$ cat config.mk
export PLATFORM = sky130hd
export DESIGN_NAME = fir_coef_ctrl
export DESIGN_NICKNAME = d
export VERILOG_FILES = /design/src/rtl/fir_ctrl_pkg.sv /design/src/rtl/fir_tag_pipe.sv /design/src/rtl/fir_coef_ctrl.sv
export SDC_FILE = /design/constraint.sdc
export NUM_CORES = 1
export LEC_CHECK = 0
export ABC_AREA = 1
export CORE_UTILIZATION = 25
export DETAILED_ROUTE_END_ITERATION = 8
export RECOVER_POWER = 25
export SYNTH_ARGS = -nofsm -noshare
export SYNTH_HDL_FRONTEND = slang
export SYNTH_SLANG_ARGS = --single-unit
$ cat constraint.sdc
create_clock -name CLK -period 1.3 [get_ports CLK]
set_clock_uncertainty 0.1 [all_clocks]
set_input_delay 0.39 -clock CLK [delete_from_list [all_inputs] [get_ports CLK]]
set_output_delay 0.39 -clock CLK [all_outputs]
set_load 0.01 [all_outputs]
$ cat src/rtl/fir_ctrl_pkg.sv
// Shared types and constants for the FIR coefficient controller.
// No logic here; imported by the controller top.
package fir_ctrl_pkg;

    localparam int NB_DEF = 16;

    localparam logic [1:0] ADDR_B0 = 2'd0;
    localparam logic [1:0] ADDR_B1 = 2'd1;
    localparam logic [1:0] ADDR_B2 = 2'd2;
    localparam logic [1:0] ADDR_B3 = 2'd3;

    typedef enum logic [1:0] {
        ST_RUN   = 2'd0,
        ST_APPLY = 2'd1,
        ST_FLUSH = 2'd2
    } state_t;

endpackage

$ cat src/rtl/fir_tag_pipe.sv
// LAT-deep 1-bit delay line tracking which filter outputs stem from flush samples.
// Latency LAT cycles; no backpressure, shifts every cycle.
module fir_tag_pipe #(
    parameter int LAT = 2
) (
    input  logic clk,
    input  logic rst_n,
    input  logic din,
    output logic dout
);

    logic [LAT-1:0] pipe;

    always_ff @(posedge clk or negedge rst_n) begin
        if (!rst_n) begin
            pipe <= '0;
        end else begin
            pipe[0] <= din;
            for (int i = 1; i < LAT; i++) begin
                pipe[i] <= pipe[i-1];
            end
        end
    end

    assign dout = pipe[LAT-1];

endmodule

$ cat src/rtl/fir_coef_ctrl.sv
// Coefficient commit/flush sequencer in front of myfir: atomic shadow->active swap, zero flush, output masking.
// Samples reach the filter 1 cycle after acceptance; RDY drops for 1 (+FLUSH_LEN) cycles per commit.
module fir_coef_ctrl
    import fir_ctrl_pkg::*;
#(
    parameter int NB        = NB_DEF,
    parameter int FLUSH_LEN = 3,
    parameter int LAT       = 2
) (
    input  logic          CLK,
    input  logic          RST_n,
    input  logic          VIN,
    input  logic [NB-1:0] DIN,
    output logic          RDY,
    input  logic          WE,
    input  logic [1:0]    ADDR,
    input  logic [NB-1:0] WDATA,
    input  logic          COMMIT,
    input  logic          CLR_EN,
    output logic          F_VIN,
    output logic [NB-1:0] F_DIN,
    output logic [NB-1:0] B0,
    output logic [NB-1:0] B1,
    output logic [NB-1:0] B2,
    output logic [NB-1:0] B3,
    input  logic          VOUT,
    input  logic [NB-1:0] DOUT,
    output logic          O_VOUT,
    output logic [NB-1:0] O_DOUT,
    output logic          BUSY
);

    localparam int CW = (FLUSH_LEN > 1) ? $clog2(FLUSH_LEN) : 1;

    state_t        state;
    state_t        state_nxt;
    logic [CW-1:0] cnt;
    logic          cnt_last;
    logic          serve;
    logic          clr_q;
    logic          pend_q;
    logic          pend_clr_q;
    logic          ftag;
    logic          tag_out;
    logic [NB-1:0] shadow [4];
    logic [NB-1:0] active [4];

    assign cnt_last = (cnt == CW'(FLUSH_LEN - 1));
    assign serve    = COMMIT | pend_q;

    always_ff @(posedge CLK or negedge RST_n) begin
        if (!RST_n) begin
            state <= ST_RUN;
        end else begin
            state <= state_nxt;
        end
    end

    always_comb begin
        state_nxt = state;
        RDY       = 1'b0;
        BUSY      = pend_q;
        case (state)
            ST_RUN: begin
                RDY = 1'b1;
                if (serve) begin
                    state_nxt = ST_APPLY;
                end
            end
            ST_APPLY: begin
                BUSY      = 1'b1;
                state_nxt = clr_q ? ST_FLUSH : ST_RUN;
            end
            ST_FLUSH: begin
                BUSY = 1'b1;
                if (cnt_last) begin
                    state_nxt = ST_RUN;
                end
            end
            default: begin
                BUSY      = 1'b1;
                state_nxt = ST_RUN;
            end
        endcase
    end

    // Sample path, flush counter and commit bookkeeping.
    always_ff @(posedge CLK or negedge RST_n) begin
        if (!RST_n) begin
            F_VIN      <= 1'b0;
            F_DIN      <= '0;
            ftag       <= 1'b0;
            cnt        <= '0;
            clr_q      <= 1'b0;
            pend_q     <= 1'b0;
            pend_clr_q <= 1'b0;
        end else begin
            F_VIN <= 1'b0;
            ftag  <= 1'b0;
            case (state)
                ST_RUN: begin
                    F_VIN <= VIN;
                    F_DIN <= DIN;
                    cnt   <= '0;
                    if (serve) begin
                        clr_q  <= COMMIT ? CLR_EN : pend_clr_q;
                        pend_q <= 1'b0;
                    end
                end
                ST_APPLY: begin
                    cnt <= '0;
                end
                ST_FLUSH: begin
                    F_VIN <= 1'b1;
                    F_DIN <= '0;
                    ftag  <= 1'b1;
                    cnt   <= cnt + CW'(1);
                end
                default: begin
                    cnt <= '0;
                end
            endcase
            // A commit arriving mid-sequence is parked; the latest CLR_EN wins.
            if (state != ST_RUN && COMMIT) begin
                pend_q     <= 1'b1;
                pend_clr_q <= CLR_EN;
            end
        end
    end

    always_ff @(posedge CLK or negedge RST_n) begin
        if (!RST_n) begin
            for (int i = 0; i < 4; i++) begin
                shadow[i] <= '0;
                active[i] <= '0;
            end
        end else begin
            if (WE) begin
                shadow[ADDR] <= WDATA;
            end
            if (state == ST_APPLY) begin
                for (int i = 0; i < 4; i++) begin
                    active[i] <= shadow[i];
                end
            end
        end
    end

    assign B0 = active[ADDR_B0];
    assign B1 = active[ADDR_B1];
    assign B2 = active[ADDR_B2];
    assign B3 = active[ADDR_B3];

    fir_tag_pipe #(
        .LAT (LAT)
    ) u_tag_pipe (
        .clk   (CLK),
        .rst_n (RST_n),
        .din   (ftag),
        .dout  (tag_out)
    );

    assign O_VOUT = VOUT & ~tag_out;
    assign O_DOUT = DOUT;

endmodule
==> flow_metrics.env <==
export IMPL_layout_setup_ws_ns=-0.347
export IMPL_synth_top_cell_area_share_pct=60.7
export IMPL_cp_max_fo=3
export IMPL_cp_buffers_inverters=1
export IMPL_detail_route_antenna_nets=0
export IMPL_io_pins=157
export IMPL_grtUsageTotal_pct=13.2
export IMPL_slew_headroom_pct=65.2
export IMPL_yosys_warnings=0
export IMPL_fillers=2584
export IMPL_antenna_found_initial=0
export IMPL_vias=4851
export IMPL_dp_hpwl_mm=11.4
export IMPL_violations="setup timing"
export IMPL_yosys_area_top_type="dfrtp_1"
export IMPL_worstMarginPinSlew_ns=0.522
export IMPL_synth_cell_types=19
export IMPL_worst_endpoint_arrival_ns=1.16
export IMPL_core_area_um2=25100
export IMPL_grt_use_met1_pct=17.5
export IMPL_outcome="complete, but fails checks"
export IMPL_use_met3_pct=3.47
export IMPL_power_leakage_nw=4.72
export IMPL_r2r_setup_slack_ns=-0.17
export IMPL_path_class="flop to primary output"
export IMPL_cts_buffer_depth=2
export IMPL_syn_nets=707
export IMPL_use_met2_pct=21.4
export IMPL_numPortBuffers=124
export IMPL_setup_viol=182
export IMPL_hold_path_depth=0
export IMPL_cts_buffers=17
export IMPL_peakVddDrop_uv=1120
export IMPL_stdcell_count=1187
export IMPL_ys_seq_elements=155
export IMPL_power_mw=19.6
export IMPL_grt_pass1_vias=4876
export IMPL_holdWs_ns=0.251
export IMPL_root_buffer="clkbuf_16"
export IMPL_crit_cells=3
export IMPL_drc=0
export IMPL_gr_total_overflow=0
export IMPL_report_final_slew_viol_count=0
export IMPL_dieArea_um2=26200
export IMPL_clk_insertion_delay_late_ns=0.42
export IMPL_max_stage_delay_ns=0.41
export IMPL_synthesis_area_um2=6390
export IMPL_place_ws_ns=-0.692
export IMPL_cap_violations=0
export IMPL_cts_sinks=155
export IMPL_cp_cell_sequence="nor2_4 -> nand2_1 -> buf_2"
export IMPL_fin_util_pct=36.2
export IMPL_die_w_um=162
export IMPL_multi_input_area_um2=2080
export IMPL_r2r_start="state[0]"
export IMPL_power_density_nw_per_um2=2160
export IMPL_end_kind="primary output"
export IMPL_initial_utilization_pct=25.4
export IMPL_row_count=58
export IMPL_required_ns=0.81
export IMPL_routed_via_density=4.09
export IMPL_finalNetCount=901
export IMPL_ys_seq_area_share_pct=60.7
export IMPL_top_usage_layer="met2"
export IMPL_drt_wl_total_mm=17.0
export IMPL_hp_class="flop to flop"
export IMPL_finalHoldViolCount=0
export IMPL_finalSetupTns_ns=-20.63
export IMPL_drive_above_1_share_pct=35.6
export IMPL_ctsHtreeMaxLevel=4
export IMPL_max_freq_mhz=607
export IMPL_synthTopCellsByArea="dfrtp_1, nand2_1, nand3_1"
export IMPL_drtPass1Iterations=4
export IMPL_place_inst=1096
export IMPL_grt_first_pass_wirelength_mm=26.3
export IMPL_regArea_um2=3880
export IMPL_gp_congestion=0.759
export IMPL_netlist_instances=649
export IMPL_area_growth_pct=42.5
export IMPL_cts_tree="built"
export IMPL_wl_per_cell_um=14.3
export IMPL_min_from="u_tag_pipe.pipe[0]"
export IMPL_design_area_um2=9100
export IMPL_r2r_end="B1[14]"
export IMPL_fin_crit_sh_pct=127
export IMPL_cp_start_kind="flop"
export IMPL_r2r_cells=4
export IMPL_grt_setup_unrepaired="yes"
export IMPL_hold_end="u_tag_pipe.pipe[1]"
export IMPL_drtIter0Drc=244
export IMPL_placed_area_um2=8180
export IMPL_period_needed_ns=1.65
export IMPL_critPathTopFamily="flip-flops"
export IMPL_slowest_stage="dfrtp_1"
export IMPL_grt_max_degree=71
export IMPL_die_h_um=162
export IMPL_syn_area_per_cell_um2=9.84
export IMPL_path_clk_slew_ns=0.07
worst register-to-register path, delay by kind of cell, from the launching register on:
family | cells | cell delay, ns
and+or+nand+nor | 2 | 0.23
DFF | 1 | 0.39
buffers and inverters | 2 | 0.69
report_power, final:
part	switching (mW)	total [mW]	internal [mW]
clock network	2.19	5.15	2.96
registers	0.844	7.17	6.32
logic	3.71	7.32	3.61
total	6.74	19.6	12.9
kinds of logic (layout without fill, tap and decap cells):
family                   Yosys count  count (layout)  synth area share (%)
AO/OA/AOI/OAI                     50              50                  6.56
adder cells (fa/ha/maj)            1               1                 0.196
buffers and inverters             78             284                  7.48
flip-flops                       155             155                  60.7
other                              0               1                     0
AND/OR/NAND/NOR                  365             366                  25.0
synth_stat cells, drive strengths merged:
cell and instances:
nand3 85, inv 25, buf 52, clkbuf 1, ha 1, nor2 9
o21ai 50, nand2 271, dfrtp 155
metal layers:
layer	up-vias	share of wire (%)
met5	-	0
met4	0	0.52
met3	11	4.2
met2	105	47
met1	2302	48
li1	2433	-
registers in the layout, summed over array words and instances (netlist names):
register / count
B0: 16
B1: 16
B2: 16
B3: 16
F_DIN: 16
F_VIN: 1
clr_q: 1
cnt: 2
ftag: 1
pend_clr_q: 1
pend_q: 1
shadow: 64
state: 2
u_tag_pipe.pipe: 2
layout make-up:
| type | count | share of cell area (%) |
|---|---|---|
| diodes | 1 | 0.0275 |
| clock buffers | 18 | 4.83 |
| clock inverters | 14 | 1.86 |
| inverters | 25 | 1.03 |
| multi-input cells | 417 | 22.8 |
| flip-flops and latches | 155 | 42.6 |
| well taps | 330 | 4.54 |
| repair buffers | 227 | 22.2 |
layout by cell type (no fill, tap or decap), types with 4 or more instances in the layout:
master / n
buf_12: 13
buf_2: 45
buf_4: 83
buf_6: 41
clkbuf_16: 17
clkdlybuf4s50_1: 38
dfrtp_1: 154
inv_1: 22
inv_6: 7
nand2_1: 241
nand2_2: 29
nand3_1: 80
nor2_1: 7
o21ai_1: 4
o21ai_2: 45
worst max-delay path by stage:
stage | from | to | slack [ns]
floorplan | state[0] | BUSY | 0.02
global placement | VOUT | O_VOUT | -0.71
detailed placement | VOUT | O_VOUT | -0.69
CTS | state[0] | BUSY | -0.37
global route | state[1] | BUSY | -0.42
finish | state[1] | BUSY | -0.35
what timing repair did:
| action | CTS | global route |
|---|---|---|
| gates resized for setup | 389 | 18 |
| hold endpoints to repair | 155 | 0 |
| gates cloned | 0 | 1 |
| hold buffers | 1 | 0 |
| setup buffers | 29 | 27 |
| endpoints found under the setup margin | 160 | 179 |
| pin swaps | 2 | 3 |
Power figures use the tool's default switching activity.
